**config.mk**
```make
export PLATFORM = sky130hd
export DESIGN_NAME = mc_ctrl_unit
export DESIGN_NICKNAME = d
export VERILOG_FILES = /design/src/rtl/cu_pkg.sv /design/src/rtl/cu_decode.sv /design/src/rtl/mc_ctrl_unit.sv
export SDC_FILE = /design/constraint.sdc
export NUM_CORES = 1
export LEC_CHECK = 0
export CORE_ASPECT_RATIO = 0.5
export CORE_MARGIN = 5
export CORE_UTILIZATION = 45
export CTS_CLUSTER_DIAMETER = 200
export CTS_CLUSTER_SIZE = 8
export DETAILED_ROUTE_END_ITERATION = 12
export GPL_TIMING_DRIVEN = 0
export MAX_ROUTING_LAYER = met4
export PLACE_DENSITY_LB_ADDON = 0.2
export SLEW_MARGIN = 0
export SYNTH_ARGS = -nofsm -noshare
export SYNTH_HDL_FRONTEND = slang
export SYNTH_SLANG_ARGS = --single-unit
```
**constraint.sdc**
```tcl
create_clock -name clk -period 3.7 [get_ports clk]
set_clock_uncertainty 0.15 [all_clocks]
set_input_delay 0.925 -clock clk [delete_from_list [all_inputs] [get_ports clk]]
set_output_delay 0.925 -clock clk [all_outputs]
set_load 0.05 [all_outputs]
```
**src/rtl/cu_pkg.sv**
```systemverilog
// Shared definitions for the multi-cycle RV32I control unit: opcodes, FSM states,
// ALU operation classes, memory size encodings and the decoded control bundle.
package cu_pkg;

  localparam logic [6:0] OP_LUI    = 7'b0110111;
  localparam logic [6:0] OP_AUIPC  = 7'b0010111;
  localparam logic [6:0] OP_JAL    = 7'b1101111;
  localparam logic [6:0] OP_JALR   = 7'b1100111;
  localparam logic [6:0] OP_BRANCH = 7'b1100011;
  localparam logic [6:0] OP_LOAD   = 7'b0000011;
  localparam logic [6:0] OP_STORE  = 7'b0100011;
  localparam logic [6:0] OP_IMM    = 7'b0010011;
  localparam logic [6:0] OP_OP     = 7'b0110011;

  localparam logic [2:0] ALU_ADD  = 3'b000;
  localparam logic [2:0] ALU_BR   = 3'b001;
  localparam logic [2:0] ALU_JAL  = 3'b010;
  localparam logic [2:0] ALU_REG  = 3'b011;
  localparam logic [2:0] ALU_JALR = 3'b100;
  localparam logic [2:0] ALU_IMM  = 3'b101;

  localparam logic [1:0] MEM_BYTE = 2'b00;
  localparam logic [1:0] MEM_HALF = 2'b01;
  localparam logic [1:0] MEM_WORD = 2'b10;
  localparam logic [1:0] MEM_NONE = 2'b11;

  typedef enum logic [2:0] {
    FETCH, DECODE, EXEC, MEM, WB, HALT
  } state_t;

  typedef struct packed {
    logic       brnc;
    logic       mem_t_reg;
    logic       alu_src1;
    logic       alu_src2;
    logic       offset_src;
    logic       jal_act;
    logic       rd_in;
    logic       reg_write;
    logic       is_load;
    logic       is_store;
    logic [2:0] alu_op;
    logic [1:0] mem_r;
    logic [1:0] mem_w;
  } ctrl_t;

  function automatic ctrl_t nop_ctrl();
    ctrl_t c;
    c       = '0;
    c.mem_r = MEM_NONE;
    c.mem_w = MEM_NONE;
    return c;
  endfunction

endpackage

```
**src/rtl/cu_decode.sv**
```systemverilog
// Combinational opcode/func3 to control-bundle decoder; illegal encodings
// (unknown opcode, undefined load/store func3) come out as a NOP bundle.
import cu_pkg::*;

module cu_decode (
  input  logic [6:0] op,
  input  logic [2:0] func3,
  output ctrl_t      ctrl,
  output logic       illegal
);

  always_comb begin
    ctrl    = nop_ctrl();
    illegal = 1'b0;
    case (op)
      OP_LUI: begin
        ctrl.alu_src1  = 1'b1;
        ctrl.alu_src2  = 1'b1;
        ctrl.rd_in     = 1'b1;
        ctrl.reg_write = 1'b1;
      end
      OP_AUIPC: begin
        ctrl.alu_src2   = 1'b1;
        ctrl.offset_src = 1'b1;
        ctrl.reg_write  = 1'b1;
      end
      OP_JAL: begin
        ctrl.brnc      = 1'b1;
        ctrl.alu_op    = ALU_JAL;
        ctrl.alu_src2  = 1'b1;
        ctrl.jal_act   = 1'b1;
        ctrl.reg_write = 1'b1;
      end
      OP_JALR: begin
        ctrl.brnc      = 1'b1;
        ctrl.alu_op    = ALU_JALR;
        ctrl.alu_src2  = 1'b1;
        ctrl.jal_act   = 1'b1;
        ctrl.reg_write = 1'b1;
      end
      OP_BRANCH: begin
        ctrl.brnc     = 1'b1;
        ctrl.alu_op   = ALU_BR;
        ctrl.alu_src1 = 1'b1;
      end
      OP_LOAD: begin
        ctrl.alu_src1   = 1'b1;
        ctrl.alu_src2   = 1'b1;
        ctrl.offset_src = 1'b1;
        ctrl.mem_t_reg  = 1'b1;
        ctrl.reg_write  = 1'b1;
        ctrl.is_load    = 1'b1;
        case (func3)
          3'b000, 3'b100: ctrl.mem_r = MEM_BYTE;
          3'b001, 3'b101: ctrl.mem_r = MEM_HALF;
          3'b010:         ctrl.mem_r = MEM_WORD;
          default:        illegal    = 1'b1;
        endcase
      end
      OP_STORE: begin
        ctrl.alu_src1   = 1'b1;
        ctrl.alu_src2   = 1'b1;
        ctrl.offset_src = 1'b1;
        ctrl.is_store   = 1'b1;
        case (func3)
          3'b000:  ctrl.mem_w = MEM_BYTE;
          3'b001:  ctrl.mem_w = MEM_HALF;
          3'b010:  ctrl.mem_w = MEM_WORD;
          default: illegal    = 1'b1;
        endcase
      end
      OP_IMM: begin
        ctrl.alu_op    = ALU_IMM;
        ctrl.alu_src1  = 1'b1;
        ctrl.alu_src2  = 1'b1;
        ctrl.reg_write = 1'b1;
      end
      OP_OP: begin
        ctrl.alu_op    = ALU_REG;
        ctrl.alu_src1  = 1'b1;
        ctrl.reg_write = 1'b1;
      end
      default: illegal = 1'b1;
    endcase
    // Replace the whole bundle so a bad func3 never leaves a partial size behind.
    if (illegal) ctrl = nop_ctrl();
  end

endmodule

```
**src/rtl/mc_ctrl_unit.sv**
```systemverilog
// Multi-cycle RV32I control unit: FETCH/DECODE/EXEC/MEM/WB sequencer with req/ack
// memory handshakes, per-access timeout and instret. Option macro: CU_ILLEGAL_TRAP_EN.
import cu_pkg::*;

module mc_ctrl_unit #(
  parameter int TO_CYC = 16,
  parameter int CNT_W  = 32
) (
  input  logic             clk,
  input  logic             rst,
  input  logic [31:0]      instr,
  output logic             imem_req,
  input  logic             imem_ack,
  output logic             dmem_req,
  input  logic             dmem_ack,
  output logic             ir_we,
  output logic             pc_we,
  output logic             brnc,
  output logic             mem_t_reg,
  output logic             alu_src1,
  output logic             alu_src2,
  output logic             offset_src,
  output logic             jal_act,
  output logic             rd_in,
  output logic             reg_w,
  output logic [1:0]       mem_r,
  output logic [1:0]       mem_w,
  output logic [2:0]       alu_op,
  output logic [CNT_W-1:0] instret,
  output logic             fault
);

  localparam int TW = $clog2(TO_CYC + 1);

  state_t        state, nxt;
  ctrl_t         ctrl_q, dec;
  logic          dec_illegal;
  logic [6:0]    ir_op;
  logic [2:0]    ir_f3;
  logic [TW-1:0] to_cnt;
  logic          to_last, set_fault, run_q, hold;

  logic unused_instr;
  assign unused_instr = ^{instr[31:15], instr[11:7]};

  cu_decode u_dec (
    .op      (ir_op),
    .func3   (ir_f3),
    .ctrl    (dec),
    .illegal (dec_illegal)
  );

`ifndef CU_ILLEGAL_TRAP_EN
  logic unused_illegal;
  assign unused_illegal = dec_illegal;
`endif

  assign brnc       = ctrl_q.brnc;
  assign mem_t_reg  = ctrl_q.mem_t_reg;
  assign alu_src1   = ctrl_q.alu_src1;
  assign alu_src2   = ctrl_q.alu_src2;
  assign offset_src = ctrl_q.offset_src;
  assign jal_act    = ctrl_q.jal_act;
  assign rd_in      = ctrl_q.rd_in;
  assign alu_op     = ctrl_q.alu_op;

  // run_q keeps every strobe low in reset and in the cycle rst deasserts.
  assign hold    = rst | ~run_q;
  assign to_last = (to_cnt == TW'(TO_CYC - 1));

  always_ff @(posedge clk) begin
    if (rst) state <= FETCH;
    else     state <= nxt;
  end

  always_comb begin
    nxt       = state;
    imem_req  = 1'b0;
    dmem_req  = 1'b0;
    ir_we     = 1'b0;
    pc_we     = 1'b0;
    reg_w     = 1'b0;
    mem_r     = MEM_NONE;
    mem_w     = MEM_NONE;
    set_fault = 1'b0;
    if (!hold) begin
      case (state)
        FETCH: begin
          imem_req = 1'b1;
          if (imem_ack) begin
            ir_we = 1'b1;
            nxt   = DECODE;
          end else if (to_last) begin
            nxt       = HALT;
            set_fault = 1'b1;
          end
        end
        DECODE: begin
          nxt = EXEC;
`ifdef CU_ILLEGAL_TRAP_EN
          if (dec_illegal) begin
            nxt       = HALT;
            set_fault = 1'b1;
          end
`endif
        end
        EXEC: nxt = (ctrl_q.is_load || ctrl_q.is_store) ? MEM : WB;
        MEM: begin
          dmem_req = 1'b1;
          mem_r    = ctrl_q.mem_r;
          mem_w    = ctrl_q.mem_w;
          if (dmem_ack) begin
            if (ctrl_q.is_store) begin
              pc_we = 1'b1;
              nxt   = FETCH;
            end else begin
              nxt = WB;
            end
          end else if (to_last) begin
            nxt       = HALT;
            set_fault = 1'b1;
          end
        end
        WB: begin
          pc_we = 1'b1;
          reg_w = ctrl_q.reg_write;
          nxt   = FETCH;
        end
        default: nxt = state;
      endcase
    end
  end

  always_ff @(posedge clk) begin
    if (rst) begin
      run_q   <= 1'b0;
      ir_op   <= '0;
      ir_f3   <= '0;
      ctrl_q  <= nop_ctrl();
      to_cnt  <= '0;
      instret <= '0;
      fault   <= 1'b0;
    end else begin
      run_q <= 1'b1;
      if (ir_we) begin
        ir_op <= instr[6:0];
        ir_f3 <= instr[14:12];
      end
      if (state == DECODE) ctrl_q <= dec;
      if ((imem_req && !imem_ack) || (dmem_req && !dmem_ack)) to_cnt <= to_cnt + TW'(1);
      else                                                     to_cnt <= '0;
      if (pc_we)     instret <= instret + CNT_W'(1);
      if (set_fault) fault   <= 1'b1;
    end
  end

endmodule

```
---- Word-level counts from Yosys, hierarchy flattened ----
Cells that the tools add are included.
storage, ports and cells
  flip-flop bits (word level) ............. 69
  latch bits .............................. 0
  memory bits (writable) .................. 0
  ROM bits ................................ 0
  output and inout port bits .............. 52
  logic and storage cells ................. 113
  memories ................................ 0
cells by class
  $add $sub $neg .......................... 2
  $mul .................................... 0
  div/mod/pow operators ................... 0
  $lt $le $gt $ge ......................... 0
  equality and inequality tests ........... 18
  shifts and indexed selects .............. 0
  multiplexer cells ....................... 47
  bitwise gates (word level) .............. 4
  reductions and logical operators ........ 22
operator list
  kind                   count
  $add 32x1->32 const B  1
  $pmux 3 s5             2
  $mux 1                 28
  $eq 7x6->1 const B     3
  $eq 7x7->1 const B     3
  $reduce_or 7->1        3
  $mux 17                1
  $mux 3                 5
  $eq 7x5->1 const B     2
  $mux 2                 6
  $pmux 2 s3             2
  $eq 3x2->1 const B     3
  $eq 3x3->1 const B     3
  $reduce_or 3->1        3
  $reduce_or 2->1        4
  $eq 7x2->1 const B     1
  $eq 3x1->1 const B     2
  $logic_not 3->1        2
  $reduce_or 6->1        1
  $add 5x1->5 const B    1
  $eq 5x4->1 const B     1
  $reduce_bool 5->1      1
  $reduce_or 5->1        1
  $pmux 1 s2             2
  7 further kinds        12

---- Longest topological paths before layout ----
Gate-level depths: netlist of run 1.
  depth in word-level cells ............... 7
  mapped depth ............................ 8
  gate-level depth less buffers ........... 7

---- Cells and area by module ----
A second synthesis of run 1 with hierarchy kept.
second synthesis, totals
  cell total of the unflattened synthesis .. 427
  area, all modules ....................... 3,444.6 µm²
modules (own cells, without submodules)
  module        instances  cells each  area each (µm²)  sequential area each (µm²)
  mc_ctrl_unit  1          373         3,116.7          1,381.3
  cu_decode     1          54          327.8            0.0

---- Least setup slack after synthesis of run 1 ----
No wires, ideal clock.
  path kind ............................... input to output
  start point ............................. in rst
  end point ............................... out mem_r[0]
  arrival time ............................ 3.120 ns
  setup slack ............................. -0.495 ns
  stages .................................. 3
  path buffers ............................ 1
  cell sequence ........................... buf_4 -> nor3_1 -> nand2b_1
on the way
  word-level cells in the longest chain between the ends .. 2
ends and longest elaborated chain
  element      RTL line            text
  from (decl)  mc_ctrl_unit.sv:10  input logic rst,
  $or 1x1->1   mc_ctrl_unit.sv:68  assign hold = rst | ~run_q;
  $mux 2       mc_ctrl_unit.sv:86  if (!hold) begin
  to (decl)    mc_ctrl_unit.sv:26  output logic [1:0] mem_r,
Every way passes these cells.

---- Final worst setup path of run 1 ----
  start point ............................. in rst
  end point ............................... out imem_req
on the way
  word-level cells in the longest chain between the ends .. 2
ends and longest elaborated chain
  element     RTL line            text
  $or 1x1->1  mc_ctrl_unit.sv:68
  $mux 1      mc_ctrl_unit.sv:86
  to (decl)   mc_ctrl_unit.sv:12  output logic imem_req,
Every way passes these cells.

==> impl_metrics.yaml, run 1 <==
grt:
  via_count_of_the_first_global_routing_pass: 2884
  grt.met1_usage_pct: 24.15
  use_met3_pct: 6.605
  antenna_violations_before_repair: 0
  met2_global_route_usage_pct: 28.99
  grt-busiest-layer: "met2"
  global_route_wire_length_before_repair_um: 14080
  grt_util_all_layers_pct: 18.95
  residual_overflow_from_global_routing: 0
  grt_max_degree: 12
final_layout:
  finalInstanceArea_um2: 4373
  final_core_util_pct: 60.18
  layout.cells.most_common_list: "dfxtp_1, clkdlybuf4s50_1, nand2_1"
  layout.cells.most_common: "dfxtp_1"
  ratio_of_cells_with_drive_above_1_in_the_final_layout_pct: 8.333
  top_register: "instret"
  reg_top3: "instret x32, ir_op x7, ctrl_q x6"
  largest_reg_flops: 32
  antenna-diode-count: 0
  final_net_count: 514
  syn2layout_area_growth_pct: 31.64
critical_path:
  timing.critical_path.from: "rst"
  worst_setup_sp_type: "primary input"
  critPathArrivalTime_ps: 2510
  critPathRequiredTime_ps: 2620
  reg2reg_depth: 6
  crit_path_max_fanout: 10
  critical_path.reg2reg.startpoint: "instret[0]$_SDFFE_PP0P_"
  timing.setup.critical_path_class: "in2out"
  worstSetupEndpointType: "primary output"
synth:
  seq_area_frac_synth_pct: 40.98
  yosys_register_bits: 68
  synth_area_um2: 3322
  yosysWarningCount: 0
  synth_edf_count: 0
  synthFlopType: "dfxtp_1"
  async_set_or_reset_register_ratio_after_synthesis_pct: 0
  synth_nets: 438
  cells_after_synth: 399
  netlist-cell-type-count: 57
  synthesis.area_per_instance_um2: 8.326
pwr:
  design_power_total_uw: 1691
  power_density_nw_per_um2: 386.8
  power.leakage_uw: 0.001495
  vdd.ir_drop.worst_v: 0.0002041
placement:
  gp_routability_congestion: 0.7934
  dpl-instance-area_um2: 4088
  detailedPlacementHpwl_um: 5954
  port-buffer-count: 64
route:
  remaining_drc_errors: 0
  drtAntennaViolNets: 0
  post_drt_via_cell_ratio: 5.477
  dr.pass1.iters: 4
  detail_route.wl_per_cell_um: 14.66
  detail_route.wirelength_um: 8447
  initialDrtViolationCount: 200
  dr_total_vias: 3155
die:
  die_height_um: 70.76
  effective_utilization_at_floorplan_pct: 45.71
  die_width_um: 131.5
  io_pins: 88
  placementRows: 22
  fp.dieArea_um2: 9305
  design.core.area_um2: 7267
clocking:
  total_cts_buffers: 9
  bufs_on_longest_clock_path: 2
  clock_insertion_delay_worst_skew_ps: 340
  tritoncts_num_sinks: 68
  clock-root-buffer: "clkbuf_16"
  tritoncts: "built"
  cts.clk_slew.worst_paths_ps: 50
  cts_htree_levels: 3
  cts.hold.buffers_added: 0
timing:
  layout_min_cycle_time_ps: 3588
  slew_violations: 0
  layout_worst_path_cycle_share_pct: 96.96
  finalHoldWorstSlack_ps: 299.2
  setup-violations-final: 0
  fmaxAchievable_mhz: 278.7
  worst_slew_pin_slew_ps: 622.8
  final_hold_viol_count: 0
  maxSlewHeadroom_pct: 58.39
  rsz0062_at_grt: "no"
worst_hold_path:
  hp-start: "alu_op[0]$_SDFFE_PP0P_"
  timing.hold.worst_path_depth: 2
  min_path_type: "reg2reg"
run:
  cap_violations: 0
run_status:
  outcome: "finished, final reports clean"
-- metrics by stage --
step | std cells | TNS (ps) | worst slack [ps]
global placement | 559 | -1444 | -666.3
detailed placement | 559 | -1472 | -679.7
floorplan | 399 | 0 | 185.8
CTS | 576 | 0 | 3.024
finish | 576 | 0 | 112.5
global route | 576 | 0 | 17.30
-- power breakdown --
| part | internal (uW) | total (uW) | switching, uW |
|---|---|---|---|
| Clock | 518 | 833 | 315 |
| Combinational | 41.5 | 111 | 69.7 |
| Sequential | 740 | 747 | 6.90 |
| Total | 1300 | 1690 | 392 |
-- what timing repair did --
action / 4_1_cts / 5_1_grt
pin swaps: 1 / 0
gates resized for setup: 13 / 3
setup endpoints to repair: 4 / 1
setup buffers: 1 / 0
hold endpoints to repair: 0 / 0
-- kinds of logic after synthesis --
kind of cell    synth area share (%)
xor+xnor                       4.746
simple gates                   26.67
flops                          40.98
buf+inv                        5.311
compound gates                 20.87
mux                           0.3013
fa+ha+maj                      1.130
-- worst max-delay path, cell delays in order --
cell and delay, ps:
buf_4 160, nor3_1 230, and2_1 250, buf_1 360, dlygate4sd2_1 590
-- cell type report --
type / count / area (um^2)
Tap cell: 96 / 120.1
Fill cell: 669 / 2894
Buffer: 28 / 152.6
Clock inverter: 5 / 52.55
Timing Repair Buffer: 65 / 636.9
Clock buffer: 11 / 232.7
Sequential cell: 68 / 1361
Multi-Input combinational cell: 296 / 1790
Inverter: 7 / 26.28
-- Yosys cell counts (2+ instances only) --
cell        n  area [um^2]
dfxtp_1    68         1361
nand2_1    40        150.1
a21oi_1    36        180.2
nor2_1     31        116.4
o21ai_0    24        120.1
nand3_1    23        115.1
clkbuf_1   16        60.06
xor2_1     15        131.4
or3_1      13        81.33
and3_1      8        50.05
nand2b_1    8        50.05
nand4_1     8        50.05
o2111ai_1   8        70.07
o211ai_1    8        60.06
inv_1       7        26.28
nor2b_1     6        37.54
nor3_1      6        30.03
buf_4       5        37.54
nor4_1      5        31.28
and2_1      4        25.02
a211oi_1    3        22.52
a22o_1      3        26.28
a22oi_1     3        22.52
and4_1      3        26.28
buf_2       3        15.01
buf_6       3        33.78
ha_1        3        37.54
o21bai_1    3        22.52
o22a_1      3        26.28
xnor2_1     3        26.28
a21o_1      2        15.01
o21a_1      2        15.01
o22ai_1     2        12.51
-- path summary, 6_finish.rpt --
kind / slack [ps] / end
setup reg to reg: 1290 / instret[20]$_SDFFE_PP0P_
hold reg to reg: 300 / alu_op[0]$_SDFFE_PP0P_
setup / recovery: 110 / imem_req
hold / removal: 300 / alu_op[0]$_SDFFE_PP0P_
-- per-layer routing --
layer / vias to the layer above / share of wire (%) / routed length (um)
met5: - / 0 / 0
met4: 0 / 0.96 / 81
met3: 7 / 5.8 / 488
met2: 75 / 45 / 3810
met1: 1468 / 48 / 4067
li1: 1605 / - / -
(Power assumes the default switching activity.)
==> run 2: changes to the inputs <==
- CTS_BUF_LIST: default -> sky130_fd_sc_hd__clkbuf_2
- GPL_ROUTABILITY_DRIVEN: default -> 0
==> run 2 against run 1 <==
- sequential power is essentially flat
- hold slack improved by 16 ps
- die area unchanged
==> impl_metrics.yaml, run 2 (same netlist as run 1, synthesis figures left out) <==
route:
  detail_route.wirelength_um: 8297
  detail_route.wl_per_cell_um: 14.31
  initialDrtViolationCount: 307
  dr_total_vias: 3149
  dr.pass1.iters: 4
  post_drt_via_cell_ratio: 5.429
  drtAntennaViolNets: 0
  remaining_drc_errors: 0
critical_path:
  critPathRequiredTime_ps: 2620
  timing.setup.critical_path_class: "in2out"
  crit_family: "buffers and inverters"
  r2r_slack_ps: 1300
  critical_path_buf_inv_count: 4
  reg2reg_depth: 6
  critPathArrivalTime_ps: 2490
  crit_path_max_fanout: 7
  worstReg2RegEnd: "instret[20]$_SDFFE_PP0P_"
  timing.critical_path.from: "dmem_ack"
  worst_setup_sp_type: "primary input"
  cpMaxStageDelayCell: "clkdlybuf4s50_1"
  cp_num_cells: 7
  critical_path.reg2reg.startpoint: "instret[0]$_SDFFE_PP0P_"
  worstSetupEndpointType: "primary output"
  crit_path_cell_trace: "clkdlybuf4s50_1, nand2_1, nor4_4, buf_6, nor2_1, inv_1, clkbuf_4"
  biggest_cell_delay_along_the_critical_path_ps: 550
  critical_path.endpoint: "pc_we"
grt:
  global_route_wire_length_before_repair_um: 13880
  antenna_violations_before_repair: 0
  grt_util_all_layers_pct: 18.59
  via_count_of_the_first_global_routing_pass: 2859
  grt_max_degree: 12
  residual_overflow_from_global_routing: 0
final_layout:
  final_net_count: 518
  reg_top3: "instret x32, ir_op x7, ctrl_q x6"
  final_cell_count_no_fill: 580
  top_register: "instret"
  fill_cells: 686
  layout.cells.most_common: "dfxtp_1"
  syn2layout_area_growth_pct: 27.38
  final_core_util_pct: 58.23
  ratio_of_cells_with_drive_above_1_in_the_final_layout_pct: 10.12
  antenna-diode-count: 0
  layout.cells.most_common_list: "dfxtp_1, clkdlybuf4s50_1, nand2_1"
  largest_reg_flops: 32
placement:
  port-buffer-count: 64
  number_of_cells_after_detailed_placement: 559
  detailedPlacementHpwl_um: 5954
die:
  effective_utilization_at_floorplan_pct: 45.71
  design.core.area_um2: 7267
  die_height_um: 70.76
  die_width_um: 131.5
  placementRows: 22
  fp.dieArea_um2: 9305
  io_pins: 88
worst_hold_path:
  min_path_type: "reg2reg"
timing:
  worst_slew_pin_slew_ps: 619.1
  layout_worst_path_cycle_share_pct: 96.35
  fmaxAchievable_mhz: 280.5
  finalHoldWorstSlack_ps: 314.9
  fin_setup_tns_ps: 0
  layout_min_cycle_time_ps: 3565
  rsz0062_at_grt: "no"
  final_hold_viol_count: 0
  slew_violations: 0
  setup-violations-final: 0
  maxSlewHeadroom_pct: 58.64
pwr:
  vdd.ir_drop.worst_v: 0.0001637
  power.leakage_uw: 0.001467
  power_density_nw_per_um2: 302.6
  design_power_total_uw: 1281
clocking:
  clock-root-buffer: "clkbuf_2"
  total_cts_buffers: 9
  bufs_on_longest_clock_path: 2
  cts_htree_levels: 3
  tritoncts: "built"
  cts.clk_slew.worst_paths_ps: 160
  tritoncts_num_sinks: 68
  clock_insertion_delay_worst_skew_ps: 530
run_status:
  outcome: "finished, final reports clean"
run:
  cap_violations: 0
## run 2: cell count changes in the layout (fill, tap and decap cells not counted)
cell	change
clkdlybuf4s15_1	+1
clkbuf_16	-9
buf_4	+4
clkbuf_1	-4
dlygate4sd2_1	-3
clkbuf_2	+13
dlymetal6s2s_1	+1
clkbuf_4	+1
## run 2: through the flow
| step | setup slack (ps) | cell area, um^2 |
|---|---|---|
| 4_1_cts | -243.3 | 4195 |
| 6_report | 135.1 | 4232 |
| 3_5_place_dp | -679.7 | 4088 |
| 2_1_floorplan | 185.8 | 3327 |
| 5_1_grt | 14.48 | 4232 |
| 3_3_place_gp | -666.3 | 4088 |
## run 2: area by class of cell
cell class	instances	area [um^2]	area share [%]
multi-input combinational	296	1790	42.31
clock buffer	11	55.05	1.301
clock inverter	5	52.55	1.242
sequential	68	1361	32.17
buffer	26	142.6	3.371
tap	96	120.1	2.839
inverter	7	26.28	0.6209
timing repair buffer	71	683.2	16.14
## run 2: worst min-delay path by stage
| stage | startpoint | end | cells after the start |
|---|---|---|---|
| 4_1_cts | offset_src$_SDFFE_PP0P_ | offset_src$_SDFFE_PP0P_ | 2 |
| 5_1_grt | rd_in$_SDFFE_PP0P_ | rd_in$_SDFFE_PP0P_ | 2 |
| 3_5_place_dp | alu_op[0]$_SDFFE_PP0P_ | alu_op[0]$_SDFFE_PP0P_ | 2 |
| 6_report | rd_in$_SDFFE_PP0P_ | rd_in$_SDFFE_PP0P_ | 2 |
| 2_1_floorplan | ctrl_q[9]$_SDFFE_PP0P_ | ctrl_q[9]$_SDFFE_PP0P_ | 2 |
| 3_3_place_gp | to_cnt[0]$_SDFF_PP0_ | to_cnt[0]$_SDFF_PP0_ | 1 |
## run 2: power by group
part	total [uW]	internal, uW	switching [uW]
clock network	422	158	264
logic	111	41.7	69.4
registers	748	741	6.91
total	1280	941	340
## run 2: per-layer routing
layer	track usage, %	routed length, um
met1	23.75	3979
met2	28.65	3789
met3	6.179	486
met4	4.561	42
met5	-	0
## run 2: worst reg2reg max path, stage by stage (launching register included)
cell	delay, ps
dfxtp_1	450
ha_1	350
nand3_1	150
nor4_2	480
o21ai_2	230
or3_1	400
a21oi_1	140
## run 2: what timing repair did
action	CTS	global route
endpoints found under the setup margin	4	5
hold buffers	0	0
gates resized for setup	8	12
buffers inserted	0	7
pin swaps	0	1
==> run 3: changes to the inputs <==
- HOLD_SLACK_MARGIN: default -> 0.06
==> results of run 3 <==
Final layout, timing and power as in run 2 (identical DEF).
